### config.mk
export PLATFORM = sky130hd
export DESIGN_NAME = cmd_decoder
export DESIGN_NICKNAME = d
export VERILOG_FILES = /design/src/rtl/cmd_decoder_pkg.sv /design/src/rtl/cmd_decoder.sv
export SDC_FILE = /design/constraint.sdc
export NUM_CORES = 1
export LEC_CHECK = 0
export BUFFER_PORTS_ARGS = -buffer_cell sky130_fd_sc_hd__buf_2
export CAP_MARGIN = 40
export CORE_ASPECT_RATIO = 1.2
export CORE_MARGIN = 5
export CORE_UTILIZATION = 46
export DETAILED_ROUTE_END_ITERATION = 8
export GPL_ROUTABILITY_DRIVEN = 0
export GPL_TIMING_DRIVEN = 0
export PLACE_DENSITY = 0.76
export SETUP_SLACK_MARGIN = 0.4
export SYNTH_ARGS = -nofsm -noshare
export SYNTH_HDL_FRONTEND = slang
export SYNTH_SLANG_ARGS = --single-unit
### constraint.sdc
create_clock -name clk -period 6.5 [get_ports clk]
set_clock_uncertainty 0.05 [all_clocks]
set_input_delay 0.65 -clock clk [delete_from_list [all_inputs] [get_ports clk]]
set_output_delay 0.65 -clock clk [all_outputs]
set_load 0.1 [all_outputs]
### src/rtl/cmd_decoder_pkg.sv
// cmd_decoder_pkg: opcode constants and FSM state encoding shared by the command decoder
package cmd_decoder_pkg;
    localparam logic [3:0] OP_CLEAR          = 4'd0;
    localparam logic [3:0] OP_SET_INDEX      = 4'd1;
    localparam logic [3:0] OP_SET_LEDS       = 4'd2;
    localparam logic [3:0] OP_SET_BAUD_RATE  = 4'd3;
    localparam logic [3:0] OP_SET_DELAY      = 4'd4;
    localparam logic [3:0] OP_ENABLE_CAPTURE = 4'd13;
    typedef enum logic {S_IDLE, S_COLLECT} state_t;
endpackage

### src/rtl/cmd_decoder.sv
// cmd_decoder: UART command bytes to index, LED, baud, capture and per-channel delay registers
module cmd_decoder
    import cmd_decoder_pkg::*;
#(
    parameter int NUM_INPUTS     = 4,
    parameter int DELAY_WIDTH    = 20,
    parameter int TIMEOUT_CYCLES = 1000000
) (
    input  logic                              clk,
    input  logic                              reset,
    input  logic [7:0]                        rx_data,
    input  logic                              rx_valid,
    output logic [3:0]                        index,
    output logic [31:0]                       leds,
    output logic [3:0]                        baud_rate,
    output logic                              capture_enable,
    output logic [NUM_INPUTS*DELAY_WIDTH-1:0] delay_flat,
    output logic                              delay_update,
    output logic                              cmd_error
);
    localparam int NIB = DELAY_WIDTH / 4;
    localparam int PW = (NIB > 1) ? $clog2(NIB) : 1;
    localparam int CW = $clog2(TIMEOUT_CYCLES + 1);
    localparam logic [PW-1:0] LAST = PW'(NIB - 1);
    localparam logic [CW-1:0] TLIM = CW'(TIMEOUT_CYCLES - 1);
    state_t state;
    logic [PW-1:0] ptr;
    logic [DELAY_WIDTH-1:0] shadow, filled;
    logic [CW-1:0] idle_cnt;
    logic [3:0] op, arg;
    logic idx_ok;
    assign op = rx_data[3:0];
    assign arg = rx_data[7:4];
    assign idx_ok = int'(index) < NUM_INPUTS;
    always_comb begin
        filled = shadow;
        filled[ptr*4 +: 4] = arg;
    end
    always_ff @(posedge clk or posedge reset) begin
        if (reset) begin
            state          <= S_IDLE;
            ptr            <= '0;
            shadow         <= '0;
            idle_cnt       <= '0;
            index          <= '0;
            leds           <= '0;
            baud_rate      <= '0;
            capture_enable <= 1'b0;
            delay_flat     <= '0;
            delay_update   <= 1'b0;
            cmd_error      <= 1'b0;
        end else begin
            delay_update <= 1'b0;
            cmd_error    <= 1'b0;
            idle_cnt     <= '0;
            if (rx_valid) begin
                case (op)
                    OP_CLEAR: begin
                        state  <= S_IDLE;
                        ptr    <= '0;
                        shadow <= '0;
                    end
                    OP_SET_INDEX: begin
                        index <= arg;
                        if (state == S_COLLECT) begin
                            state     <= S_IDLE;
                            ptr       <= '0;
                            cmd_error <= 1'b1;
                        end
                    end
                    OP_SET_LEDS:       leds[index*2 +: 2] <= rx_data[5:4];
                    OP_SET_BAUD_RATE:  baud_rate <= arg;
                    OP_ENABLE_CAPTURE: capture_enable <= rx_data[4];
                    OP_SET_DELAY: begin
                        if (!idx_ok) begin
                            state     <= S_IDLE;
                            ptr       <= '0;
                            cmd_error <= 1'b1;
                        end else if (state == S_IDLE) begin
                            shadow[3:0] <= arg;
                            ptr         <= PW'(1);
                            state       <= S_COLLECT;
                        end else if (ptr == LAST) begin
                            delay_flat[index*DELAY_WIDTH +: DELAY_WIDTH] <= filled;
                            delay_update <= 1'b1;
                            ptr          <= '0;
                            state        <= S_IDLE;
                        end else begin
                            shadow <= filled;
                            ptr    <= ptr + 1'b1;
                        end
                    end
                    default: cmd_error <= 1'b1;
                endcase
            end else if (state == S_COLLECT) begin
                // a stalled load is dropped once the link has been silent too long
                if (idle_cnt == TLIM) begin
                    state     <= S_IDLE;
                    ptr       <= '0;
                    cmd_error <= 1'b1;
                end else begin
                    idle_cnt <= idle_cnt + 1'b1;
                end
            end
        end
    end
endmodule

==> impl_table.tex, run 1 <==
\begin{tabular}{lr}
\hline
Metric & Value \\
\hline
\multicolumn{2}{l}{\textbf{Flow run}} \\
Maxcap violations & 0 \\
\multicolumn{2}{l}{\textbf{Setup path}} \\
Cell with the largest stage delay on the worst path & nor2\_1 \\
Worst Setup Path Type & flop to flop \\
Chain of cells forming the critical path & buf\_2, clkinv\_1, clkbuf\_1, ha\_1, buf\_2, or3b\_1, or3\_1, ha\_1, clkbuf\_1, inv\_1, nor2\_1, nand2\_1, o22ai\_1, mux2\_1 \\
Critical path launch point type & flop \\
Largest delay share family, worst path & simple AND/OR/NAND/NOR gates \\
Worst endpoint data arrival time & 5.18 ns \\
Data required time of the worst path & 6.83 ns \\
Biggest cell delay along the critical path & 0.59 ns \\
Critical path buffer and inverter count & 6 \\
Largest fanout on the critical path & 10 \\
CP Capture Type & flop \\
\multicolumn{2}{l}{\textbf{Synthesis}} \\
Number of enable-type register cells in the synthesized netlist & 0 \\
Share of synthesized flip-flops with an asynchronous set or reset & 100.0\% \\
Leading cell types by total area after synthesis & dfrtp\_1 43\%, mux2\_2 9.2\%, nor2\_1 3.8\%, nand2\_1 3.8\%, a21oi\_1 2.4\% \\
Synthesized cell area & 0.009687 mm² \\
Synthesized area divided by synthesized cell count & 9.925 µm² \\
Register bit total from synthesis & 167 \\
Most area-hungry cell type in the Yosys netlist & dfrtp\_1 \\
Area share of the largest cell type after synthesis & 43.14\% \\
Post-synth cell types & 95 \\
Post-synth top flop & dfrtp\_1 \\
Net count after synthesis & 1000 \\
Number of warnings printed during yosys synthesis & 0 \\
Number of standard cells after synthesis & 976 \\
Sequential area share after synthesis & 43.14\% \\
\multicolumn{2}{l}{\textbf{Finish}} \\
P\&R area growth vs syn & 16.64\% \\
Ant. Diodes & 0 \\
Share of cells above drive strength 1 & 27.39\% \\
\# nets final & 1150 \\
Utilization after layout & 54.25\% \\
Final instance count without filler cells & 1409 \\
\multicolumn{2}{l}{\textbf{Place}} \\
Number of placed instances, taps included & 1377 \\
Port-buffer cells & 130 \\
Post-DP HPWL & 22.65 mm \\
\multicolumn{2}{l}{\textbf{Clock tree}} \\
Number of buffers inserted for hold repair after clock tree synthesis & 0 \\
Skew-Pair Late Insertion Delay & 0.44 ns \\
Number of clock sinks & 167 \\
Clock buffers created by TritonCTS & 17 \\
CTS tree & done \\
Clock transition at path regs & 0.07 ns \\
H-tree Lvls & 4 \\
Post CTS Setup Buffer Count & 0 \\
\# resized after CTS & 0 \\
Maximum root-to-sink buffer count & 2 \\
CTS Root Cell & clkbuf\_16 \\
\multicolumn{2}{l}{\textbf{Floorplanning}} \\
Cell Rows & 58 \\
Vertical extent of the die & 169.0 µm \\
Die Area & 0.02407 mm² \\
Top Ports & 134 \\
Effective utilization at floorplan & 46.51\% \\
Core Box Area & 0.02083 mm² \\
Die span in x & 142.5 µm \\
\multicolumn{2}{l}{\textbf{Hold path}} \\
Hold Path Class & primary input to async pin \\
\multicolumn{2}{l}{\textbf{Routing}} \\
Routed via count & 8809 \\
Drt first pass iters & 6 \\
Post-DRT Antenna Nets & 0 \\
Total routed wirelength & 30.20 mm \\
Wirelength per Cell & 21.44 µm \\
Count of routing violations after the opening detailed-route iteration & 1046 \\
Via density per instance & 6.252 \\
DRC & 0 \\
\multicolumn{2}{l}{\textbf{STA}} \\
Fmax & 206.3 MHz \\
Post-route clock period utilization & 74.58\% \\
Post-Route Setup TNS & 0 ns \\
Final-report hold violation count & 0 \\
Final hold slack & 0.2116 ns \\
Number of pins exceeding their max-slew limit in the final report & 0 \\
Worst slew margin relative to its limit & 41.23\% \\
Min cycle time layout & 4.848 ns \\
RSZ-0062 raised after global routing & no \\
Actual transition at the worst max-transition pin & 0.8816 ns \\
Number of failing setup endpoints in the final timing report & 0 \\
\multicolumn{2}{l}{\textbf{Power and ir drop}} \\
Leakage power of the design & 0.005262 µW \\
Worst supply voltage drop on vdd & 0.2355 mV \\
Power consumption & 3721 µW \\
Power density of the placed cells & 329.3 mW/mm² \\
\multicolumn{2}{l}{\textbf{GRT}} \\
Global route overflow & 0 \\
Initial antenna violation count & 0 \\
Global-route wire length before repair & 48.62 mm \\
GRT Overall Usage & 25.53\% \\
Pin count of the biggest net entering global routing & 93 \\
Vias in the first global route & 8796 \\
\multicolumn{2}{l}{\textbf{Run status}} \\
Run status & finished, final reports clean \\
\hline
\end{tabular}
-- placed cells by master (no fill, tap or decap), types with 14 or more instances in the layout --
cell       netlist  routed
nor2_1          99      99
a21oi_1         46      46
buf_2           17     147
nor3_1          21      21
inv_1           18      17
nand3_1         26      26
xor2_1          14      14
mux2_2          79      79
clkbuf_1        26      26
a22o_1          18      18
clkbuf_16        0      17
o22ai_1         28      28
nand2_1         97      97
dfrtp_1        167     167
o21ai_0         43      43
-- area by class of cell --
type | instances | area (µm²)
clock buffers | 17 | 425.4
repair buffers | 131 | 678.2
flip-flops and latches | 167 | 4179
well taps | 270 | 337.8
clock inverters | 15 | 162.7
fillers | 1831 | 9529
multi-input cells | 741 | 5224
plain buffers | 49 | 212.7
inverters | 19 | 78.83
-- layer usage --
| layer | GRT usage [%] | vias to the layer above | part of all wire (%) |
|---|---|---|---|
| met5 | 0 | - | 0 |
| met1 | 32.22 | 4191 | 38 |
| met3 | 6.329 | 136 | 10 |
| li1 | - | 3935 | - |
| met2 | 41.21 | 547 | 47 |
| met4 | 11.70 | 0 | 5.1 |
-- synthesized netlist by cell type, types with 8 or more instances --
master    count
o21ai_0      43
nor3_1       21
buf_2        17
o221ai_1      9
and3_1        9
nor2_1       99
a22o_1       18
nand2_1      97
dfrtp_1     167
a21oi_1      46
xor2_1       14
nand3_1      26
o31ai_1       9
nand4_1       9
mux2i_1      12
nand2b_1      9
ha_1         12
mux2_1       10
clkbuf_1     26
mux2_2       79
nor2b_1      11
o22ai_1      28
xnor2_1      11
or2_2         8
inv_1        18
-- per-stage QoR --
step	worst slack, ns	area [µm²]
5_1_grt	1.374	11300
2_1_floorplan	1.282	9687
3_5_place_dp	1.827	10710
4_1_cts	1.796	11300
3_3_place_gp	-0.4604	10680
6_report	1.652	11300
-- registers in the layout, indices dropped and copies added, names as in the netlist, 3 cells and up --
register / count
idle_cnt: 20
shadow: 20
leds: 32
ptr: 3
baud_rate: 4
delay_flat: 80
index: 4
-- power by group --
part | total (µW) | leakage, µW | internal (µW) | switching [µW]
logic | 1610 | 0.00267 | 404 | 1200
registers | 1090 | 0.00231 | 1070 | 22.0
clock network | 1020 | 0.000287 | 544 | 473
-- final timing paths --
check	start	to	slack [ns]	cells past startpoint
worst max register to register	index[0]$_DFFE_PP0P_	delay_flat[14]$_DFFE_PP0P_	1.65	14
min in group clk	delay_flat[51]$_DFFE_PP0P_	delay_flat[51]$_DFFE_PP0P_	0.44	2
worst min-delay path	reset	leds[9]$_DFFE_PP0P_	0.21	2
worst min register to register	delay_flat[51]$_DFFE_PP0P_	delay_flat[51]$_DFFE_PP0P_	0.44	2
max in group asynchronous	reset	delay_flat[8]$_DFFE_PP0P_	5.35	3
worst max-delay path	index[0]$_DFFE_PP0P_	delay_flat[14]$_DFFE_PP0P_	1.65	14
-- logic make-up after synthesis --
| group | share of synthesized area, % |
|---|---|
| adder cells (fa/ha/maj) | 1.757 |
| AND/OR/NAND/NOR | 19.10 |
| buffers and inverters | 2.932 |
| AO/OA/AOI/OAI | 18.60 |
| flip-flops | 43.14 |
| XOR/XNOR | 2.260 |
| multiplexers | 12.21 |
Note: power is estimated with default switching activity, not from simulation.
==> inputs of run 2 (changes only) <==
Settings changed: ABC_AREA set to 1.
Clock period 6.5 ns to 4.75 ns, I/O delays scaled along.
==> impl_table.tex, run 2 <==
\begin{tabular}{lr}
\hline
Metric & Value \\
\hline
\multicolumn{2}{l}{\textbf{Power and ir drop}} \\
Power consumption & 5108 µW \\
Part of the total power dissipated in combinational logic & 41.0\% \\
Worst supply voltage drop on vdd & 0.3084 mV \\
Power density of the placed cells & 432.0 mW/mm² \\
Internal & 2769 µW \\
Switching power & 2339 µW \\
Switching power as a share of total power & 45.79\% \\
Sequential fraction of design power & 29.5\% \\
Leakage power of the design & 0.006180 µW \\
Power share of the clock group & 29.5\% \\
\multicolumn{2}{l}{\textbf{STA}} \\
Final hold slack & 0.07841 ns \\
Number of pins exceeding their max-slew limit in the final report & 0 \\
RSZ-0062 raised after global routing & no \\
Number of failing setup endpoints in the final timing report & 0 \\
Worst slew margin relative to its limit & 54.28\% \\
Final-report hold violation count & 0 \\
Min cycle time layout & 3.980 ns \\
Actual transition at the worst max-transition pin & 0.6844 ns \\
Post-route clock period utilization & 83.79\% \\
Fmax & 251.2 MHz \\
Post-Route Setup TNS & 0 ns \\
\multicolumn{2}{l}{\textbf{Floorplanning}} \\
Cell Rows & 59 \\
Vertical extent of the die & 172.4 µm \\
Die Area & 0.02505 mm² \\
Core Box Area & 0.02170 mm² \\
Top Ports & 134 \\
Die span in x & 145.3 µm \\
Effective utilization at floorplan & 46.58\% \\
\multicolumn{2}{l}{\textbf{Routing}} \\
Post-DRT Antenna Nets & 0 \\
Drt first pass iters & 6 \\
Via density per instance & 5.729 \\
DRC & 0 \\
Routed via count & 10720 \\
Count of routing violations after the opening detailed-route iteration & 1308 \\
Total routed wirelength & 31.93 mm \\
Wirelength per Cell & 17.07 µm \\
\multicolumn{2}{l}{\textbf{Synthesis}} \\
Area share of the largest cell type after synthesis & 41.34\% \\
Post-synth cell types & 47 \\
Register bit total from synthesis & 167 \\
Sequential area share after synthesis & 41.34\% \\
Leading cell types by total area after synthesis & dfrtp\_1 41\%, nand2\_1 14\%, nand3\_1 9.1\%, nor2\_1 7.0\%, o21ai\_0 4.5\% \\
Most area-hungry cell type in the Yosys netlist & dfrtp\_1 \\
Cell with the most instances after synthesis & nand2\_1 \\
Number of enable-type register cells in the synthesized netlist & 0 \\
Synthesized cell area & 0.01011 mm² \\
Synthesized area divided by synthesized cell count & 7.069 µm² \\
Leading cell types by count after synthesis & 372 x nand2\_1, 188 x nor2\_1, 184 x nand3\_1 \\
Number of standard cells after synthesis & 1430 \\
Post-synth top flop & dfrtp\_1 \\
Share of synthesized flip-flops with an asynchronous set or reset & 100.0\% \\
Number of warnings printed during yosys synthesis & 0 \\
Net count after synthesis & 1454 \\
\multicolumn{2}{l}{\textbf{Finish}} \\
Ant. Diodes & 0 \\
Max reg flops & 80 \\
Largest registers & delay\_flat (80), leds (32) \\
Top library cells by usage in the layout, fill and taps aside & 372 x nand2\_1, 187 x nor2\_1, 184 x nand3\_1 \\
Largest register by flop count & delay\_flat \\
\# nets final & 1608 \\
Final instance count without filler cells & 1871 \\
P\&R area growth vs syn & 16.98\% \\
Share of cells above drive strength 1 & 16.53\% \\
Most common library cell in the layout ignoring fill and taps & nand2\_1 \\
Utilization after layout & 54.49\% \\
\multicolumn{2}{l}{\textbf{Setup path}} \\
Critical path launch point type & flop \\
Worst endpoint data arrival time & 4.31 ns \\
Data required time of the worst path & 5.08 ns \\
Worst Setup Path Type & flop to flop \\
Largest fanout on the critical path & 10 \\
CP Capture Type & flop \\
\multicolumn{2}{l}{\textbf{Clock tree}} \\
Number of buffers inserted for hold repair after clock tree synthesis & 0 \\
CTS tree & done \\
H-tree Lvls & 4 \\
Maximum root-to-sink buffer count & 2 \\
CTS Root Cell & clkbuf\_16 \\
Skew-Pair Late Insertion Delay & 0.45 ns \\
Post CTS Setup Buffer Count & 0 \\
Clock transition at path regs & 0.07 ns \\
Clock buffers created by TritonCTS & 17 \\
Number of clock sinks & 167 \\
\multicolumn{2}{l}{\textbf{GRT}} \\
Global-route wire length before repair & 51.67 mm \\
Global route overflow & 0 \\
Pin count of the biggest net entering global routing & 41 \\
Vias in the first global route & 10160 \\
Initial antenna violation count & 0 \\
GRT Overall Usage & 25.30\% \\
\multicolumn{2}{l}{\textbf{Flow run}} \\
Maxcap violations & 0 \\
\multicolumn{2}{l}{\textbf{Place}} \\
Number of placed instances, taps included & 1839 \\
Port-buffer cells & 131 \\
Post-DP HPWL & 24.58 mm \\
\multicolumn{2}{l}{\textbf{Run status}} \\
Run status & finished, final reports clean \\
\multicolumn{2}{l}{\textbf{Hold path}} \\
Hold Path Class & primary input to async pin \\
\hline
\end{tabular}
[run 2: power by group through the flow]
stage                     sequential, µW  clock, µW  combinational, µW
after floorplan                     1720          0               1290
after global placement              1530          0               1970
after detailed placement            1530          0               2010
after CTS                           1510       1510               2020
after global routing                1510       1580               2250
final                               1510       1510               2100
[run 2: final timing paths]
path / from / end / slack [ns] / depth (start not counted)
max reg2reg: index[0]$_DFFE_PP0P_ / delay_flat[43]$_DFFE_PP0P_ / 0.77 / 17
min in group clk: rx_data[0] / cmd_error$_DFF_PP0_ / 0.29 / 3
max: index[0]$_DFFE_PP0P_ / delay_flat[43]$_DFFE_PP0P_ / 0.77 / 17
min: reset / delay_flat[30]$_DFFE_PP0P_ / 0.08 / 2
min reg2reg: idle_cnt[0]$_DFF_PP0_ / idle_cnt[0]$_DFF_PP0_ / 0.41 / 1
max in group asynchronous: reset / shadow[13]$_DFFE_PP0P_ / 3.47 / 5
[run 2: final cells by class]
cell class	instances	area, µm²
buffer	46	206.4
clock inverter	15	205.2
clock buffer	17	425.4
fill	2083	9878
multi-input combinational	1071	5179
tap	274	342.8
timing repair buffer	135	735.7
inverter	146	551.8
sequential	167	4179
[run 2: repair_timing]
item,CTS,global route
endpoints found under the setup margin,0,39
endpoints found under the hold margin,0,0
resized for setup,0,2
[run 2: logic make-up (layout without fill, tap and decap cells)]
family                     count (synthesis)  after routing  synth area share (%)
DFF                                      167            167                 41.34
buffers and inverters                    192            359                 7.451
AOI/OAI and AO/OA                        180            180                 9.704
and+or+nand+nor                          871            871                 39.16
xor gates and xnor gates                   5              5                0.4333
muxes                                      2              2                0.2228
adders and majority gates                 13             13                 1.683
[run 2: critical path, cell delays in order, from the launching register on]
cell and delay, ns:
dfrtp_1 0.48, inv_2 0.16, buf_2 0.27, clkbuf_2 0.29, ha_1 0.31, nand3_1 0.13
nor2_1 0.16, nand2_1 0.08, ha_1 0.33, buf_2 0.27, inv_2 0.15, nor2_2 0.28
nand3_1 0.26, nand2_1 0.19, nand3_1 0.09, o21ai_0 0.24, nor2_1 0.07, nor2_1 0.10
[run 2: metal layers]
layer | track usage (%) | share of wire (%) | up-vias
met5 | 0 | 0 | -
met4 | 10.83 | 4.2 | 0
met3 | 5.505 | 9.5 | 134
met2 | 41.43 | 46 | 613
met1 | 32.67 | 40 | 4959
li1 | - | - | 5013
[run 2: metrics by stage]
stage          worst slack, ns  cell area, µm²
2_1_floorplan           0.8206           10110
3_3_place_gp            0.6775           11110
3_5_place_dp            0.6244           11190
4_1_cts                 0.5989           11820
5_1_grt                 0.4659           11830
6_report                0.7699           11830
